**src/rtl/am27s25_arbiter.sv**
```systemverilog
// Two-requester burst fetch arbiter in front of a registered am27s25 PROM.
// Round-robin grant, sequential burst addressing, and a one-stage valid/owner/last pipeline aligned to PROM data.
module am27s25_arbiter #(
    parameter int WIDTH = 8,
    parameter int AW    = 9,
    parameter int LW    = 4
) (
    input  logic             clk,
    input  logic             rst_,
    input  logic             a_req,
    input  logic [AW-1:0]    a_addr,
    input  logic [LW-1:0]    a_len,
    output logic             a_ack,
    output logic             a_vld,
    output logic             a_last,
    input  logic             b_req,
    input  logic [AW-1:0]    b_addr,
    input  logic [LW-1:0]    b_len,
    output logic             b_ack,
    output logic             b_vld,
    output logic             b_last,
    output logic [WIDTH-1:0] rdata,
    output logic [AW-1:0]    rom_a,
    output logic             rom_e1_,
    output logic             rom_e2_,
    output logic             rom_ps_,
    output logic             rom_clr_,
    input  logic [WIDTH-1:0] rom_q
);
    typedef enum logic [1:0] {INIT, IDLE, BURST} state_t;

    state_t        state, state_nxt;
    logic [AW-1:0] addr_q, addr_nxt;
    logic [LW-1:0] cnt, cnt_nxt;
    logic          owner, owner_nxt;     // 0 = A, 1 = B
    logic          rr, rr_nxt;           // side of the most recent grant
    logic          ack_a, ack_b, ack_a_nxt, ack_b_nxt;
    logic          pv, po, pl;
    logic          owner_req, last_cyc, win, win_vld;

    always_comb begin
        state_nxt = state;
        addr_nxt  = addr_q;
        cnt_nxt   = cnt;
        owner_nxt = owner;
        rr_nxt    = rr;
        ack_a_nxt = 1'b0;
        ack_b_nxt = 1'b0;

        owner_req = owner ? b_req : a_req;
        last_cyc  = (state == BURST) && ((cnt == '0) || !owner_req);
        win_vld   = a_req | b_req;
        // On contention the side that did not win last time goes next.
        win       = (a_req && b_req) ? ~rr : b_req;

        case (state)
            INIT: state_nxt = IDLE;
            IDLE, BURST: begin
                if (state == IDLE || last_cyc) begin
                    if (win_vld) begin
                        state_nxt = BURST;
                        addr_nxt  = win ? b_addr : a_addr;
                        cnt_nxt   = win ? b_len : a_len;
                        owner_nxt = win;
                        rr_nxt    = win;
                        ack_a_nxt = ~win;
                        ack_b_nxt = win;
                    end else begin
                        state_nxt = IDLE;
                    end
                end else begin
                    addr_nxt = addr_q + AW'(1);
                    cnt_nxt  = cnt - LW'(1);
                end
            end
            default: state_nxt = INIT;
        endcase
    end

    always_ff @(posedge clk) begin
        if (!rst_) begin
            state  <= INIT;
            addr_q <= '0;
            cnt    <= '0;
            owner  <= 1'b0;
            rr     <= 1'b1;
            ack_a  <= 1'b0;
            ack_b  <= 1'b0;
            pv     <= 1'b0;
            po     <= 1'b0;
            pl     <= 1'b0;
        end else begin
            state  <= state_nxt;
            addr_q <= addr_nxt;
            cnt    <= cnt_nxt;
            owner  <= owner_nxt;
            rr     <= rr_nxt;
            ack_a  <= ack_a_nxt;
            ack_b  <= ack_b_nxt;
            // PROM data lags its address by one cycle; tag it to match.
            pv     <= (state == BURST);
            po     <= owner;
            pl     <= last_cyc;
        end
    end

    assign a_ack    = ack_a;
    assign b_ack    = ack_b;
    assign a_vld    = pv & ~po;
    assign b_vld    = pv & po;
    assign a_last   = a_vld & pl;
    assign b_last   = b_vld & pl;
    assign rdata    = rom_q;
    assign rom_a    = addr_q;
    assign rom_e1_  = ~pv;
    assign rom_e2_  = (state == INIT);
    assign rom_clr_ = (state != INIT);
    assign rom_ps_  = 1'b1;
endmodule
```
**config.mk**
```make
export PLATFORM = sky130hd
export DESIGN_NAME = am27s25_arbiter
export DESIGN_NICKNAME = d
export VERILOG_FILES = /design/src/rtl/am27s25_arbiter.sv
export SDC_FILE = /design/constraint.sdc
export NUM_CORES = 1
export LEC_CHECK = 0
export ABC_CLOCK_PERIOD_IN_PS = 3600
export CORE_ASPECT_RATIO = 1.1
export CORE_MARGIN = 4
export CORE_UTILIZATION = 25
export CTS_CLUSTER_SIZE = 40
export DETAILED_ROUTE_END_ITERATION = 12
export PLACE_DENSITY = 0.53
export SLEW_MARGIN = 20
export SYNTH_ARGS = -nofsm -noshare
export SYNTH_HDL_FRONTEND = slang
export SYNTH_SLANG_ARGS = --single-unit
```
**constraint.sdc**
```tcl
create_clock -name clk -period 3.6 [get_ports clk]
set_input_delay 1.08 -clock clk [delete_from_list [all_inputs] [get_ports clk]]
set_output_delay 1.08 -clock clk [all_outputs]
set_load 0.02 [all_outputs]
```
## Yosys cells after proc, flatten, opt, wreduce, memory -nomap -nowiden

Index checks and enable logic that the tools add are counted.

| word-level totals | value |
|---|---|
| logic and storage cells | 48 |
| output and inout port bits | 27 |
| input port bits | 38 |
| bits in registers | 22 |

| operators by class | value |
|---|---|
| bitwise operators | 9 |
| reduce and logical (&&, ||, !) cells | 12 |
| equality and inequality tests | 4 |
| $add $sub $neg | 2 |
| multiplexer cells | 11 |

Operators with widths:

| kind | number |
|---|---|
| $mux W9 | 3 |
| $mux W4 | 3 |
| $add A9 B1 Y9 const B | 1 |
| $and A1 B1 Y1 | 4 |
| $logic_not A4 Y1 | 1 |
| $mux W2 | 2 |
| $ne A2 B2 Y1 const B | 2 |
| $not A1 Y1 | 4 |
| $pmux W2 S2 | 1 |
| $reduce_and A4 Y1 | 1 |
| $sub A4 B1 Y4 const B | 1 |
| $reduce_and A3 Y1 | 1 |
| $eq A2 B1 Y1 const B | 1 |
| $eq A2 B2 Y1 const B | 1 |
| $logic_and A1 B1 Y1 | 2 |
| $logic_not A2 Y1 | 1 |
| $logic_or A1 B1 Y1 | 2 |
| $mux W1 | 2 |
| $reduce_and A2 Y1 | 1 |
| $reduce_bool A2 Y1 | 1 |
| $reduce_or A2 Y1 | 1 |
| $logic_not A1 Y1 | 1 |
| $or A1 B1 Y1 | 1 |

## Depth between registers and ports, before layout

Gate-level depths: netlist (run 1).

| logic depth | value |
|---|---|
| word-level depth | 7 |
| depth in mapped cells | 8 |
| depth with buffers taken out | 6 |

## Worst setup path before layout (run 1)

Ideal clock, no wire load.

| timing path | value |
|---|---|
| path kind | input port to output port |
| start point | input port rom_q[0] |
| end point | output port rdata[0] |
| cell stages on the path | 1 |
| data required time | 2520 ps |
| path buffers | 1 |
| data arrival time | 1214 ps |
| slack | 1306 ps |
| cells stage by stage | buf_4 |

RTL lines:

| element | line | text |
|---|---|---|
| start, declared | 28 | `input logic [WIDTH-1:0] rom_q` |
| end, declared | 22 | `output logic [WIDTH-1:0] rdata,` |

No word-level cell between the ends.

## Worst setup path in the final report (run 1)

| timing path | value |
|---|---|
| start point | input port b_req |
| end point | register cnt[3] |

| between the ends | value |
|---|---|
| word-level cells in the longest chain between the ends | 7 |

RTL lines:

| element | line | text |
|---|---|---|
| start, declared | 16 | `input logic b_req,` |
| $mux W1 | 50 | `owner_req = owner ? b_req : a_req;` |
| $logic_not A1 Y1 | 51 | `last_cyc = (state == BURST) && ((cnt == '0) \|\| !owner_req);` |
| $logic_or A1 B1 Y1 | 51 |  |
| $logic_and A1 B1 Y1 | 51 |  |
| $logic_or A1 B1 Y1 | 59 | `if (state == IDLE \|\| last_cyc) begin` |
| $ne A2 B2 Y1 (no source line) | -- |  |
| $reduce_and A2 Y1 (no source line) | -- |  |
| end signal, assigned | 95 | `cnt <= cnt_nxt;` |
| end, declared | 34 | `logic [LW-1:0] cnt, cnt_nxt;` |

Several ways; a longest one is shown, not always the timed one. The select of a mux whose other input is x is not followed.
A chain may end at the register's enable or synchronous reset.

==> summary.md, run 1 <==
| Metric | Value |
|---|---|
| Area Overhead vs Synth | `35.09%` |
| Hold Crit Class | `reg -> reg` |
| Worst setup margin | `0.7250 ns` |
| Met3 routed WL | `265 um` |
| # diodes | `0` |
| Worst Skew | `0.001652 ns` |
| Starting Density | `26.20%` |
| Critical path's top delay family | `compound AO/OA/AOI/OAI gates` |
| Post-route setup TNS | `0 ns` |
| Top FF cell, synth | `dfxtp_1` |
| DRT antenna net count | `0` |
| Warnings from Yosys | `0` |
| Placer congestion estimate | `0.7352` |
| Slew Limit Fails | `0` |
| #FFs+latches synth | `22` |
| HPWL after DPL | `2979 um` |
| Worst setup path category | `in -> reg` |
| IO Pins | `65` |
| Lkg Pwr | `0.7859 nW` |
| Filler cells | `627` |
| Unique masters post-synth | `44` |
| Total length of routed wires | `3952 um` |
| Clock sinks | `22` |
| Crit path DAT | `3.04 ns` |
| Commonest non-fill, non-tap cells in the layout | `clkdlybuf4s50_1 (47), dfxtp_1 (22), mux2i_1 (16)` |
| Post-Syn Area | `1540 um^2` |
| Initial antenna violation count | `0` |
| Commonest non-fill, non-tap cell in the layout | `clkdlybuf4s50_1` |
| Die area | `7482 um^2` |
| Crit path launch type | `primary input` |
| Synth Area per Inst | `8.903 um^2` |
| Clock-pin slew on the worst setup and hold paths | `0.08 ns` |
| Register area share after synthesis | `28.59%` |
| Hold violation count in the final report | `0` |
| Fmax | `0.3478 GHz` |
| Post-Route M1 WL | `1808 um` |
| H-tree levels | `1` |
| Run status | `finished clean` |
| First-pass GRT wire length | `6658 um` |
| CP Data Required Time | `3.76 ns` |
| Post-synth EDFFs | `0` |
| TritonCTS Buffers | `3` |
| Pin count of the biggest net entering global routing | `21` |
| Metal2 WL | `1837 um` |
| # setup viols final | `0` |
| Vias in the first global route | `1349` |
| # Max-Cap Violations | `0` |
| Worst slew margin | `48.75%` |
| Layout Utilization | `35.40%` |
| IO Port Bufs | `47` |
| DR WL/cell | `13.67 um` |
| Reg2reg setup slack | `1.40 ns` |
| Final hold slack | `0.4870 ns` |
| Later-pin clock latency in the skew report | `0.26 ns` |
| Std-Cell Rows | `29` |
| Cells after DPL | `285` |
| Via count | `1355` |
| Post CTS Setup Buffer Count | `0` |
| Critical path endpoint category | `register` |
| # DRC | `0` |
| DR vias/cell | `4.689` |
| Synth Instances | `173` |
| Fraction of layout cells with a size suffix above 1 | `10.85%` |
| CP Cell Sequence | `clkdlybuf4s50_1, mux2i_2, a211o_1, o21ai_0, a32o_1` |
| Nets@finish | `258` |
| Min cycle time layout | `2.875 ns` |
| Ys async rst share | `0%` |
| Clock buffer depth | `2` |
| Syn_nets | `218` |
| Die Width | `82.84 um` |
| Power Dens Cells | `619.9 nW/um^2` |
| Max FFs per register | `9` |
| Final instance count without filler cells | `289` |
| Critical path's largest stage delay | `0.67 ns` |
| Grt total ovfl | `0` |
| DR iter-0 viols | `79` |
| Post-CTS Resized | `0` |
| Period utilization | `79.86%` |
| Area of the core region | `5878 um^2` |
| GRT Total Usage | `10.71%` |
| Worst Path Buf+Inv | `1` |
| DR pass1 iterations | `4` |
| Die height | `90.32 um` |
| Critical path peak fanout | `19` |
| Root buffer cell | `clkbuf_8` |
| Slowest CP cell | `a211o_1` |
| Worst slack at placement | `0.4359 ns` |
| Peak supply drop | `0.0002298 V` |
| Unrepaired setup endpoints after global routing | `false` |
| Hold buffers post-CTS | `0` |
| Worst-Margin Slew | `0.7687 ns` |
| CTS tree | `done` |
| Max layer used | `met4` |
[logic make-up after synthesis]
| kind of cell | count (synthesis) | share of synthesized area (%) |
|---|---|---|
| buffers and inverters | 25 | 10.72 |
| other | 1 | 0.2435 |
| adders and majority gates | 7 | 5.686 |
| AOI/OAI and AO/OA | 41 | 19.66 |
| and+or+nand+nor | 54 | 18.93 |
| DFF | 22 | 28.59 |
| muxes | 23 | 16.17 |
[report_power, final]
part / switching (mW) / internal, mW / leakage [nW]
Combinational: 0.378 / 0.347 / 0.578
Clock: 0.0831 / 0.0976 / 0.0288
Sequential: 0.0778 / 0.306 / 0.179
[Yosys cell counts (all sizes together) (2+ instances only)]
| cell type | number | share of area, % |
|---|---|---|
| inv | 7 | 1.7 |
| o22ai | 5 | 2.4 |
| nand2 | 14 | 3.4 |
| o21ai | 7 | 2.3 |
| and2 | 4 | 1.6 |
| and4 | 2 | 1.1 |
| nor2b | 2 | 0.81 |
| ha | 7 | 5.7 |
| a32o | 4 | 2.6 |
| o31ai | 3 | 1.8 |
| nand2b | 2 | 0.81 |
| o211a | 2 | 1.3 |
| or3 | 2 | 0.81 |
| dfxtp | 22 | 29 |
| mux2 | 6 | 4.9 |
| a211oi | 3 | 1.8 |
| nor3 | 3 | 0.97 |
| nor2 | 11 | 2.7 |
| o211ai | 2 | 0.97 |
| mux2i | 17 | 11 |
| buf | 15 | 8.3 |
| nand4 | 2 | 0.81 |
| a21oi | 10 | 3.2 |
| clkbuf | 3 | 0.73 |
| nand3 | 6 | 1.9 |
[worst min-delay path, cell delays in order (launching register included)]
cell     delay [ns]
dfxtp_1        0.33
nand2_1        0.06
o22ai_1        0.05
[path summary, 6_finish.rpt]
kind | startpoint | endpoint | cells past startpoint
worst max-delay path | b_req | cnt[3] | 5
worst min-delay path | rom_a[8] | rom_a[8] | 2
worst max register to register | cnt[0] | cnt[3] | 6
worst min register to register | rom_a[8] | rom_a[8] | 2
[per-layer routing]
layer	track usage, %	up-vias
li1	-	698
met1	13.67	612
met2	17.78	39
met3	2.372	6
met4	3.542	0
met5	0	-
[stage by stage]
| stage | cell area, um^2 | total power, mW |
|---|---|---|
| global placement | 2026 | 1.122 |
| global route | 2081 | 1.404 |
| detailed placement | 2026 | 1.124 |
| floorplan | 1540 | 0.9032 |
| finish | 2081 | 1.290 |
| CTS | 2081 | 1.309 |
[layout make-up]
type / count / area (um^2) / area share, %
timing repair buffer: 53 / 528.0 / 25.38
tap: 77 / 96.34 / 4.630
sequential: 22 / 440.4 / 21.17
clock buffer: 4 / 55.05 / 2.646
multi-input combinational: 126 / 934.6 / 44.92
inverter: 7 / 26.28 / 1.263
(Power assumes the default switching activity.)
==> inputs of run 2 (changes only) <==
--- a/config.mk
+++ b/config.mk
@@ -5,7 +5,7 @@
 export SDC_FILE = /design/constraint.sdc
 export NUM_CORES = 1
 export LEC_CHECK = 0
-export ABC_CLOCK_PERIOD_IN_PS = 3600
+export ABC_CLOCK_PERIOD_IN_PS = 2660
 export CORE_ASPECT_RATIO = 1.1
 export CORE_MARGIN = 4
 export CORE_UTILIZATION = 25
==> constraint.sdc (replaced) <==
create_clock -name clk -period 2.66 [get_ports clk]
set_input_delay 0.798 -clock clk [delete_from_list [all_inputs] [get_ports clk]]
set_output_delay 0.798 -clock clk [all_outputs]
set_load 0.02 [all_outputs]
==> run 2 against run 1 <==
Sequential power grew 35%. Critical path depth shrank 1. Cell count grew 1.0%. Power grew 36%. Sequential share of layout area shrank 0.29 points. Register-to-register slack lost 0.62 ns. Global-route usage is essentially flat. Clock skew grew 0.0033 ns. Critical path type is now reg -> out. Largest cell class unchanged. Largest power group unchanged.
==> summary.md, run 2 (synthesis results as in run 1) <==
| Metric | Value |
|---|---|
| Run status | `finished clean` |
| Nets@finish | `262` |
| Crit path DAT | `1.59 ns` |
| Critical path peak fanout | `3` |
| Commonest non-fill, non-tap cells in the layout | `clkdlybuf4s50_1 (47), dfxtp_1 (22), mux2i_1 (16)` |
| Die Width | `82.84 um` |
| # DRC | `0` |
| Area Overhead vs Synth | `36.96%` |
| Fin area | `2110 um^2` |
| Post-route setup TNS | `0 ns` |
| Clock sinks | `22` |
| Lkg Pwr | `0.8026 nW` |
| Crit path launch type | `register` |
| Initial antenna violation count | `0` |
| Post-CTS Resized | `0` |
| Area of the core region | `5878 um^2` |
| Clock-pin slew on the worst setup and hold paths | `0.08 ns` |
| Vias in the first global route | `1392` |
| HPWL after DPL | `2996 um` |
| Fmax | `0.4193 GHz` |
| Min cycle time layout | `2.385 ns` |
| Via count | `1378` |
| Layout Utilization | `35.89%` |
| Slew Limit Fails | `0` |
| Total length of routed wires | `3939 um` |
| First-pass GRT wire length | `6679 um` |
| Final hold slack | `0.4856 ns` |
| Worst setup path category | `reg -> out` |
| Hold buffers post-CTS | `0` |
| Period utilization | `89.66%` |
| IO Pins | `65` |
| GRT Total Usage | `10.68%` |
| Critical path's largest stage delay | `0.59 ns` |
| Placer congestion estimate | `0.7830` |
| Later-pin clock latency in the skew report | `0.26 ns` |
| Dpl cell area | `2068 um^2` |
| Std-Cell Rows | `29` |
| Commonest non-fill, non-tap cell in the layout | `clkdlybuf4s50_1` |
| # setup viols final | `0` |
| CTS tree | `done` |
| Root buffer cell | `clkbuf_8` |
| IO Port Bufs | `47` |
| Hold violation count in the final report | `0` |
| Max FFs per register | `9` |
| TritonCTS Buffers | `3` |
| H-tree levels | `1` |
| Worst Skew | `0.004959 ns` |
| # diodes | `0` |
| Grt total ovfl | `0` |
| Die height | `90.32 um` |
| Peak supply drop | `0.0003312 V` |
| Clock buffer depth | `2` |
| Post CTS Setup Buffer Count | `0` |
| Power Dens Cells | `833.3 nW/um^2` |
| DR WL/cell | `13.49 um` |
| CP Data Required Time | `1.86 ns` |
| DR iter-0 viols | `76` |
| Unrepaired setup endpoints after global routing | `false` |
| Die area | `7482 um^2` |
| DR pass1 iterations | `4` |
| Critical path's top delay family | `buffers and inverters` |
| Critical path endpoint category | `primary output` |
| DRT antenna net count | `0` |
| # Max-Cap Violations | `0` |
| Worst Path Buf+Inv | `3` |
| Fraction of layout cells with a size suffix above 1 | `12.09%` |
| DR vias/cell | `4.719` |
| CP Cell Sequence | `inv_1, ha_1, inv_1, clkdlybuf4s50_1` |
| Starting Density | `26.20%` |
| Pin count of the biggest net entering global routing | `21` |
| Slowest CP cell | `clkdlybuf4s50_1` |
| Hold Crit Class | `reg -> reg` |
| Top cell by count, worst path | `inv_1` |
run 2: worst paths after layout:
| check | startpoint | to | slack [ns] | depth (start not counted) |
|---|---|---|---|---|
| setup reg to reg | state[0] | rom_a[6] | 0.78 | 7 |
| hold reg to reg | rom_a[8] | rom_a[8] | 0.49 | 2 |
| setup / recovery | state[0] | rom_clr_ | 0.27 | 4 |
| hold / removal | rom_a[8] | rom_a[8] | 0.49 | 2 |
run 2: stage by stage:
step	setup WS (ns)	power (mW)	instances
final	0.2749	1.758	292
after global routing	0.1611	1.917	292
after CTS	0.2449	1.781	292
after detailed placement	0.1282	1.568	289
after global placement	0.1365	1.569	289
after floorplan	0.6719	1.222	173
run 2: area by class of cell:
class                           instances  area, um^2
Clock buffer                            3       41.29
Multi-Input combinational cell        126       934.6
Fill cell                             633        3769
Inverter                                7       26.28
Timing Repair Buffer                   57       570.5
Sequential cell                        22       440.4
Tap cell                               77       96.34
run 2: tightest hold or removal path: cells and delay by family (launching register included):
kind | cells | cell delay (ns)
AOI/OAI and AO/OA | 1 | 0.05
DFF | 1 | 0.33
and+or+nand+nor | 1 | 0.06
run 2: per-layer routing:
metal,GRT usage (%),part of all wire [%],up-vias
met5,0,0,-
met2,18.52,47,32
met4,2.725,0.69,0
li1,-,-,702
met3,2.281,5.5,4
met1,13.37,47,640
run 2: power breakdown:
| group | switching [mW] | internal, mW |
|---|---|---|
| sequential | 0.106 | 0.414 |
| clock | 0.106 | 0.101 |
| combinational | 0.518 | 0.513 |
| total | 0.730 | 1.03 |
